File: config.mk
export PLATFORM = sky130hd
export DESIGN_NAME = brush_motor_encoder
export DESIGN_NICKNAME = d
export VERILOG_FILES = /design/src/rtl/brush_motor_encoder.sv
export SDC_FILE = /design/constraint.sdc
export NUM_CORES = 1
export LEC_CHECK = 0
export ABC_CLOCK_PERIOD_IN_PS = 6690
export CAP_MARGIN = 10
export CORE_UTILIZATION = 61
export DETAILED_ROUTE_END_ITERATION = 10
export PLACE_DENSITY_LB_ADDON = 0.15
export SLEW_MARGIN = 10
export SYNTH_ARGS = -nofsm -noshare
export SYNTH_HDL_FRONTEND = slang
export SYNTH_SLANG_ARGS = --single-unit
File: constraint.sdc
create_clock -name csi_MCLK_clk -period 6.69 [get_ports csi_MCLK_clk]
set_clock_uncertainty 0.2 [all_clocks]
set_input_delay 1.338 -clock csi_MCLK_clk [delete_from_list [all_inputs] [get_ports csi_MCLK_clk]]
set_output_delay 1.338 -clock csi_MCLK_clk [all_outputs]
set_load 0.03 [all_outputs]
File: src/rtl/brush_motor_encoder.sv
// Quadrature encoder reader for the brush-motor driver: synchronises and
// deglitches A/B, decodes 4x quadrature into a 32-bit signed position,
// measures signed edges per window, and exposes it all on an Avalon-MM slave.
module brush_motor_encoder #(
  parameter int unsigned WINDOW_DEFAULT = 50000,
  parameter int unsigned FILTER_DEFAULT = 4
) (
  input  logic        csi_MCLK_clk,
  input  logic        rsi_MRST_reset_n,
  input  logic [31:0] avs_ctrl_writedata,
  output logic [31:0] avs_ctrl_readdata,
  input  logic [3:0]  avs_ctrl_byteenable,
  input  logic [2:0]  avs_ctrl_address,
  input  logic        avs_ctrl_write,
  input  logic        avs_ctrl_read,
  output logic        avs_ctrl_waitrequest,
  input  logic        enc_A,
  input  logic        enc_B
);

  localparam logic [31:0] ID_VALUE = 32'hEA680004;

  logic [1:0]  ab_s1, ab_s2, cand_q, prev_q;
  logic [8:0]  run_q, cur_len;
  logic        accept, init_q;
  logic [1:0]  bin_prev, bin_new, bin_diff;
  logic        step_up, step_dn, step_pos, step_neg, illegal;
  logic [31:0] step_val;
  logic        enable_q, invert_q;
  logic [7:0]  filter_q, err_cnt_q;
  logic        dir_q, sticky_q;
  logic [31:0] position_q, window_q, win_cnt_q, acc_q, speed_q;
  logic [31:0] readdata_q, rd_mux;
  logic        wr_ctrl, wr_pos, wr_win, wr_filt, clr_pos, clr_err;
  logic [31:0] pos_merged, win_merged;
  logic        unused_read;

  // Reads are not side-effecting, so readdata simply tracks the address.
  assign unused_read          = avs_ctrl_read;
  assign avs_ctrl_waitrequest = 1'b0;
  assign avs_ctrl_readdata    = readdata_q;

  function automatic logic [31:0] be_merge(input logic [31:0] old_v,
                                           input logic [31:0] new_v,
                                           input logic [3:0]  be);
    logic [31:0] r;
    r = old_v;
    for (int unsigned i = 0; i < 4; i++) begin
      if (be[i]) r[8*i +: 8] = new_v[8*i +: 8];
    end
    return r;
  endfunction

  // Bus write decode and byte-lane merging.
  always_comb begin
    wr_ctrl    = avs_ctrl_write && (avs_ctrl_address == 3'd1);
    wr_pos     = avs_ctrl_write && (avs_ctrl_address == 3'd2);
    wr_win     = avs_ctrl_write && (avs_ctrl_address == 3'd3);
    wr_filt    = avs_ctrl_write && (avs_ctrl_address == 3'd6);
    clr_pos    = wr_ctrl && avs_ctrl_writedata[2];
    clr_err    = wr_ctrl && avs_ctrl_writedata[3];
    pos_merged = be_merge(position_q, avs_ctrl_writedata, avs_ctrl_byteenable);
    win_merged = be_merge(window_q, avs_ctrl_writedata, avs_ctrl_byteenable);
  end

  // Stability run length of the synchronised AB value; accept once it has
  // held for FILTER+1 clocks (the current cycle counts as one).
  always_comb begin
    cur_len = 9'd1;
    if (ab_s2 == cand_q) cur_len = (run_q == '1) ? run_q : run_q + 9'd1;
    accept = (cur_len > {1'b0, filter_q});
  end

  // Quadrature decode: Gray to binary, then the modulo-4 difference gives
  // +1, -1 or an illegal double change.
  always_comb begin
    bin_prev = {prev_q[1], prev_q[1] ^ prev_q[0]};
    bin_new  = {ab_s2[1], ab_s2[1] ^ ab_s2[0]};
    bin_diff = bin_new - bin_prev;
    step_up  = 1'b0;
    step_dn  = 1'b0;
    illegal  = 1'b0;
    if (accept && !init_q && enable_q) begin
      case (bin_diff)
        2'd1:    step_up = 1'b1;
        2'd3:    step_dn = 1'b1;
        2'd2:    illegal = 1'b1;
        default: ;
      endcase
    end
    step_pos = invert_q ? step_dn : step_up;
    step_neg = invert_q ? step_up : step_dn;
    step_val = step_pos ? 32'd1 : (step_neg ? '1 : '0);
  end

  // Two-flop synchronisers and filter run-length tracking.
  always_ff @(posedge csi_MCLK_clk) begin
    if (!rsi_MRST_reset_n) begin
      ab_s1  <= '0;
      ab_s2  <= '0;
      cand_q <= '0;
      run_q  <= '0;
    end else begin
      ab_s1  <= {enc_A, enc_B};
      ab_s2  <= ab_s1;
      cand_q <= ab_s2;
      run_q  <= cur_len;
    end
  end

  // Previous accepted state; tracked even while disabled so re-enable is clean.
  always_ff @(posedge csi_MCLK_clk) begin
    if (!rsi_MRST_reset_n) begin
      prev_q <= '0;
      init_q <= 1'b1;
    end else if (accept) begin
      prev_q <= ab_s2;
      init_q <= 1'b0;
    end
  end

  // Control and configuration registers.
  always_ff @(posedge csi_MCLK_clk) begin
    if (!rsi_MRST_reset_n) begin
      enable_q <= 1'b0;
      invert_q <= 1'b0;
      filter_q <= 8'(FILTER_DEFAULT);
      window_q <= 32'(WINDOW_DEFAULT);
    end else begin
      if (wr_ctrl) begin
        enable_q <= avs_ctrl_writedata[0];
        invert_q <= avs_ctrl_writedata[1];
      end
      if (wr_filt) filter_q <= avs_ctrl_writedata[7:0];
      if (wr_win)  window_q <= win_merged;
    end
  end

  // Position counter: clear beats bus load beats step.
  always_ff @(posedge csi_MCLK_clk) begin
    if (!rsi_MRST_reset_n)  position_q <= '0;
    else if (clr_pos)       position_q <= '0;
    else if (wr_pos)        position_q <= pos_merged;
    else                    position_q <= position_q + step_val;
  end

  // Speed window: the step landing on the last count is folded into SPEED.
  always_ff @(posedge csi_MCLK_clk) begin
    if (!rsi_MRST_reset_n) begin
      win_cnt_q <= 32'(WINDOW_DEFAULT);
      acc_q     <= '0;
      speed_q   <= '0;
    end else if (wr_win) begin
      win_cnt_q <= win_merged;
      acc_q     <= '0;
    end else if (window_q == '0) begin
      win_cnt_q <= '0;
      acc_q     <= '0;
      speed_q   <= '0;
    end else if (win_cnt_q <= 32'd1) begin
      speed_q   <= acc_q + step_val;
      acc_q     <= '0;
      win_cnt_q <= window_q;
    end else begin
      win_cnt_q <= win_cnt_q - 32'd1;
      acc_q     <= acc_q + step_val;
    end
  end

  // Direction and illegal-transition bookkeeping; clear wins over a new error.
  always_ff @(posedge csi_MCLK_clk) begin
    if (!rsi_MRST_reset_n) begin
      dir_q     <= 1'b0;
      sticky_q  <= 1'b0;
      err_cnt_q <= '0;
    end else begin
      if (clr_err) begin
        sticky_q  <= 1'b0;
        err_cnt_q <= '0;
      end else if (illegal) begin
        sticky_q <= 1'b1;
        if (err_cnt_q != 8'hFF) err_cnt_q <= err_cnt_q + 8'd1;
      end
      if (step_pos)      dir_q <= 1'b1;
      else if (step_neg) dir_q <= 1'b0;
    end
  end

  // Read mux.
  always_comb begin
    rd_mux = '0;
    case (avs_ctrl_address)
      3'd0: rd_mux = ID_VALUE;
      3'd1: rd_mux = {30'd0, invert_q, enable_q};
      3'd2: rd_mux = position_q;
      3'd3: rd_mux = window_q;
      3'd4: rd_mux = speed_q;
      3'd5: rd_mux = {16'd0, err_cnt_q, 6'd0, sticky_q, dir_q};
      3'd6: rd_mux = {24'd0, filter_q};
      default: rd_mux = '0;
    endcase
  end

  // Registered read data, held during write cycles.
  always_ff @(posedge csi_MCLK_clk) begin
    if (!rsi_MRST_reset_n)   readdata_q <= '0;
    else if (!avs_ctrl_write) readdata_q <= rd_mux;
  end

endmodule

==> out/summary.txt, run 1 <==
VDD IR-drop max - 0.000138 V
register area share after synthesis - 0.340
vias in the first global route - 11745
hold endpoint - ab_s2[0]
Cell Pwr Density - 211 nW/um^2
critical path peak fanout - 27
DP Wirelength - 29400 um
Setup Fix Bufs, Post-CTS - 0
# nets final - 1836
Yosys Warn Count - 0
ANT nets after route - 0
# setup viols final - 0
Finished Layout Cells - 2011
Gate Count Post-Synth - 1686
max cap viols - 0
Syn Area/Cell - 8.03 sq um
Die Height - 151 um
syn_nets - 1808
Hold Crit Start - ab_s1[0]
slowest stage delay, CP - 0.51 ns
most common cell after layout, fill and taps aside - dfxtp_1
post-synth cell types - 90
CP Data Required Time - 6.96 ns
cts bufs inserted - 25
DRT Pass-1 Iters - 8
FF-to-FF Start - run_q[2]
Final Cycle Share - 0.946
max-slew violation count - 0
area grow syn2layout - 13.2%
number of flops mapped to enable cells by yosys - 0
Synth top area share - 0.340
layout cell share with drive strength beyond 1 - 0.0745
CP arrival - 6.60 ns
global route overflow - 0
width of the die - 151 um
initial core utilization - 0.621
dpl cells - 1967
Root Buffer - clkbuf_16
pin count of the biggest net entering global routing - 103
crit end category - flip-flop
sum of negative setup slack - 0 ns
cts hold-fix bufs - 0
slowest CP cell - a311oi_2
global-route wire length before repair - 62800 um
P_leak - 6.28 nW
# rows - 54
area leader, netlist - dfxtp_1
Port Buffer Count - 75
DR iter-0 viols - 1126
kind of critical path - reg -> reg
GP Congestion - 0.955
Hold Fails Final Rpt - 0
relative slew slack - 0.203
Max Clk Rate - 0.158 GHz
vias per inst - 6.44
terminus of the critical flop-to-flop path - position_q[28]
initial antenna violation count - 0
Post-Route WL - 40800 um
Hold Path Stages - 1
Clock Sink Count - 230
Slew @ Worst Pin - 1.19 ns
routed vias - 12954
die area - 22800 sq um
Synth Flop Type - dfxtp_1
H-tree levels - 1
clk buf depth - 3
wire per inst - 20.3 um
Worst-path clk slew - 0.06 ns
worst hold path type - reg -> reg
r2r setup slk - 0.36 ns
status - complete, no violations
DRC viols - 0
top post-synthesis cells by area - dfxtp_1, ha_1, nand2_1
Core Area - 21800 sq um
I/O Pins - 78
fin crit period - 6.33 ns
asr flop ratio synth - 0
startpoint class of the critical path - flip-flop
Mapped Area - 13500 sq um
CTS tree - built
post-CTS sizing - 0
Ant. Diodes - 0
GRT Util Overall - 0.355
worst skew pair latency - 0.53 ns
flops & latches, synth - 230
Worst Reg-to-Reg Cells - 28
RSZ-0062 raised after global routing - false
most frequent cells in the layout - dfxtp_1, nand2_1, nor2_1, a21oi_1, o21ai_0
==> synthesized netlist by cell type, types with 18 or more instances <==
library cell  instances
nor3_1               38
inv_1                44
a21o_1               30
o21ai_0             105
dfxtp_1             230
nor2_1              163
and3_1               22
ha_1                 75
xnor2_1              56
a21oi_1             136
clkbuf_1             75
mux2i_1              51
a22oi_1              56
xor2_1               34
mux2_2               20
nand3_1              45
o22ai_1              18
nand4_1              19
nand2_1             209
a211oi_1             20
==> per-layer routing <==
| metal | up-vias | global-route usage | part of all wire |
|---|---|---|---|
| met5 | - | 0 | 0 |
| met4 | 0 | 0.169 | 0.048 |
| met3 | 125 | 0.0437 | 0.081 |
| met2 | 625 | 0.551 | 0.44 |
| met1 | 6085 | 0.488 | 0.43 |
| li1 | 6119 | - | - |
==> stage by stage <==
step                utilization  power, mW  hold slack, ns  worst slack, ns  cell area (sq um)
CTS                       0.701       3.23           0.238            0.186              15300
finish                    0.702       3.23           0.234            0.360              15300
global route              0.702       3.31           0.275           0.0125              15300
global placement          0.661       1.76           0.217            0.418              14400
detailed placement        0.661       1.76           0.223            0.292              14400
floorplan                     -       1.65           0.212            0.779              13500
==> area by class of cell <==
type                       instances  area [sq um]
multi-input combinational       1314          8420
inverter                          46           175
clock buffer                      33           686
clock inverter                    11           184
timing repair buffer              97           911
tap                              280           350
fill                            1802          6500
sequential                       230          4600
==> critical path, delay by kind of cell (launching register included) <==
kind | cells | cell delay (ns)
DFF | 1 | 0.40
adders and majority gates | 2 | 0.72
xor gates and xnor gates | 1 | 0.19
buffers and inverters | 2 | 0.63
AOI/OAI and AO/OA | 9 | 1.62
and+or+nand+nor | 14 | 2.48
==> kinds of logic (layout without fill, tap and decap cells) <==
family | count (synthesis) | after routing | synth area share
XOR/XNOR | 91 | 91 | 0.0594
AND/OR/NAND/NOR | 596 | 596 | 0.208
other | 1 | 1 | 0.000277
multiplexers | 71 | 71 | 0.0543
buffers and inverters | 142 | 187 | 0.0414
AO/OA/AOI/OAI | 478 | 478 | 0.225
flip-flops | 230 | 230 | 0.340
adder cells (fa/ha/maj) | 77 | 77 | 0.0722
==> report_power, final <==
| group | internal (mW) | leakage, nW | switching, mW |
|---|---|---|---|
| sequential | 1.40 | 1.86 | 0.0289 |
| clock | 0.911 | 0.430 | 0.576 |
| combinational | 0.119 | 3.98 | 0.195 |
| total | 2.43 | 6.28 | 0.800 |
==> flip-flops by register name (all words and copies together), names as in the netlist, 2 cells and up <==
| register | flops |
|---|---|
| ab_s2 | 2 |
| filter_q | 8 |
| window_q | 32 |
| run_q | 9 |
| prev_q | 2 |
| speed_q | 32 |
| cand_q | 2 |
| acc_q | 32 |
| ab_s1 | 2 |
| err_cnt_q | 8 |
| win_cnt_q | 32 |
| avs_ctrl_readdata | 32 |
| position_q | 32 |
==> worst max-delay path by stage <==
stage	start	endpoint
after floorplan	run_q[2]	speed_q[30]
after global placement	run_q[2]	acc_q[31]
after detailed placement	run_q[2]	acc_q[31]
after CTS	run_q[2]	acc_q[31]
after global routing	run_q[2]	position_q[21]
final	run_q[2]	position_q[28]
No activity file was read; power rests on OpenSTA's default activity.
==> run 2: changes to the inputs <==
--- a/config.mk
+++ b/config.mk
@@ -8,6 +8,7 @@
 export ABC_CLOCK_PERIOD_IN_PS = 6690
 export CAP_MARGIN = 10
 export CORE_UTILIZATION = 61
+export CTS_CLUSTER_SIZE = 30
 export DETAILED_ROUTE_END_ITERATION = 10
 export PLACE_DENSITY_LB_ADDON = 0.15
 export SLEW_MARGIN = 10
==> results of run 2 <==
The final DEF is identical to that of run 1; final timing and power are the same.
==> run 3: changes to the inputs <==
--- a/config.mk
+++ b/config.mk
@@ -7,6 +7,7 @@
 export LEC_CHECK = 0
 export ABC_CLOCK_PERIOD_IN_PS = 6690
 export CAP_MARGIN = 10
+export CORE_ASPECT_RATIO = 1.2
 export CORE_UTILIZATION = 61
 export CTS_CLUSTER_SIZE = 30
 export DETAILED_ROUTE_END_ITERATION = 10
==> run 3 against run 2 <==
  * Hold slack lost 0.0052 ns
  * Non-clock buffer count is the same
  * Clock power is essentially flat
  * Final area shrank 0.12%
  * Die area is essentially flat
  * Setup slack gained 0.052 ns
  * Count of clock-buffer cells in the layout shrank 6
  * Wire length shrank 7.9%
  * Critical path type unchanged
  * Critical endpoint is now speed_q[30]
==> out/summary.txt, run 3 (same netlist as run 1, synthesis figures left out) <==
GRT Util Overall - 0.320
max cap viols - 0
CP Data Required Time - 6.90 ns
clk buf depth - 3
Layout Utilization - 0.705
DP Wirelength - 26700 um
post-CTS sizing - 0
routed vias - 12614
max-slew violation count - 0
Slew @ Worst Pin - 1.11 ns
GRT busiest layer - met2
DRC viols - 0
kind of critical path - reg -> reg
GP Congestion - 0.932
Final Cycle Share - 0.938
die area - 22800 sq um
I/O Pins - 78
RSZ-0062 raised after global routing - false
Core Area - 21700 sq um
H-tree levels - 1
Setup Fix Bufs, Post-CTS - 0
Worst Reg-to-Reg Cells - 28
most common cell after layout, fill and taps aside - dfxtp_1
dpl cells - 1961
P_leak - 6.27 nW
initial antenna violation count - 0
global route overflow - 0
Hold Fails Final Rpt - 0
cts hold-fix bufs - 0
worst skew pair latency - 0.53 ns
Max Clk Rate - 0.159 GHz
Port Buffer Count - 75
CTS tree - built
VDD IR-drop max - 0.000225 V
met2 Track Usage GR - 0.535
# setup viols final - 0
cts bufs inserted - 25
area grow syn2layout - 13.0%
Root Buffer - clkbuf_16
global-route wire length before repair - 59500 um
layout cell share with drive strength beyond 1 - 0.0762
status - complete, no violations
slowest CP cell - o31ai_1
vias per inst - 6.29
Clock Sink Count - 230
crit end category - flip-flop
met1 Usage GRT - 0.432
dpl ws - 0.206 ns
width of the die - 138 um
Post-Route WL - 37600 um
DRT Pass-1 Iters - 7
critical path peak fanout - 29
Hold Path Stages - 1
sum of negative setup slack - 0 ns
CP arrival - 6.48 ns
fin crit period - 6.28 ns
relative slew slack - 0.258
initial core utilization - 0.624
pin count of the biggest net entering global routing - 59
vias in the first global route - 11648
Worst Setup Slack, final - 0.412 ns
startpoint class of the critical path - flip-flop
Finished Layout Cells - 2006
# rows - 59
Cell Pwr Density - 210 nW/um^2
met3 usage - 0.0401
wire per inst - 18.7 um
Worst-path clk slew - 0.07 ns
DR iter-0 viols - 1066
ANT nets after route - 0
worst hold path type - reg -> reg
# nets final - 1836
overall power - 3.21 mW
most frequent cells in the layout - dfxtp_1, nand2_1, nor2_1, a21oi_1, o21ai_0
Ant. Diodes - 0
slowest stage delay, CP - 0.58 ns
Die Height - 165 um
[run 3: changes by cell type in the layout (fill, tap and decap cells not counted), sizes merged]
cell      previous run  this run
clkbuf              33        27
clkinvlp             0         2
inv                 46        45
clkinv               6        12
[run 3: cell type report]
| class | instances | area, sq um |
|---|---|---|
| multi-input cells | 1314 | 8400 |
| clock inverters | 18 | 243 |
| inverters | 46 | 176 |
| clock buffers | 27 | 633 |
| well taps | 274 | 343 |
| flip-flops and latches | 230 | 4600 |
| repair buffers | 97 | 911 |
| fillers | 1802 | 6390 |
[run 3: per-layer routing]
metal / wire length [um] / share of wire
met3: 3230 / 0.086
met2: 17000 / 0.45
met5: 0 / 0
met1: 16400 / 0.44
met4: 932 / 0.025
[run 3: stage by stage]
| step | hold slack (ns) | area [sq um] |
|---|---|---|
| floorplan | 0.212 | 13500 |
| global placement | 0.215 | 14400 |
| detailed placement | 0.224 | 14400 |
| CTS | 0.235 | 15300 |
| global route | 0.251 | 15300 |
| finish | 0.229 | 15300 |
[run 3: power by group]
part	internal, mW	total [mW]	switching, mW
logic	0.118	0.302	0.184
clock network	0.885	1.48	0.595
registers	1.40	1.43	0.0302
total	2.40	3.21	0.809
[run 3: worst max-delay path, delay by kind of cell (launching register included)]
kind / cells / cell delay, ns
buffers and inverters: 2 / 0.49
AO/OA/AOI/OAI: 11 / 2.24
adder cells (fa/ha/maj): 2 / 0.66
AND/OR/NAND/NOR: 11 / 1.78
flip-flops: 1 / 0.40
XOR/XNOR: 2 / 0.39
[run 3: worst paths after layout]
check | from | end | slack (ns)
worst max register to register | run_q[2] | speed_q[30] | 0.41
worst max-delay path | run_q[2] | speed_q[30] | 0.41
worst min-delay path | ab_s1[1] | ab_s2[1] | 0.23
worst min register to register | ab_s1[1] | ab_s2[1] | 0.23
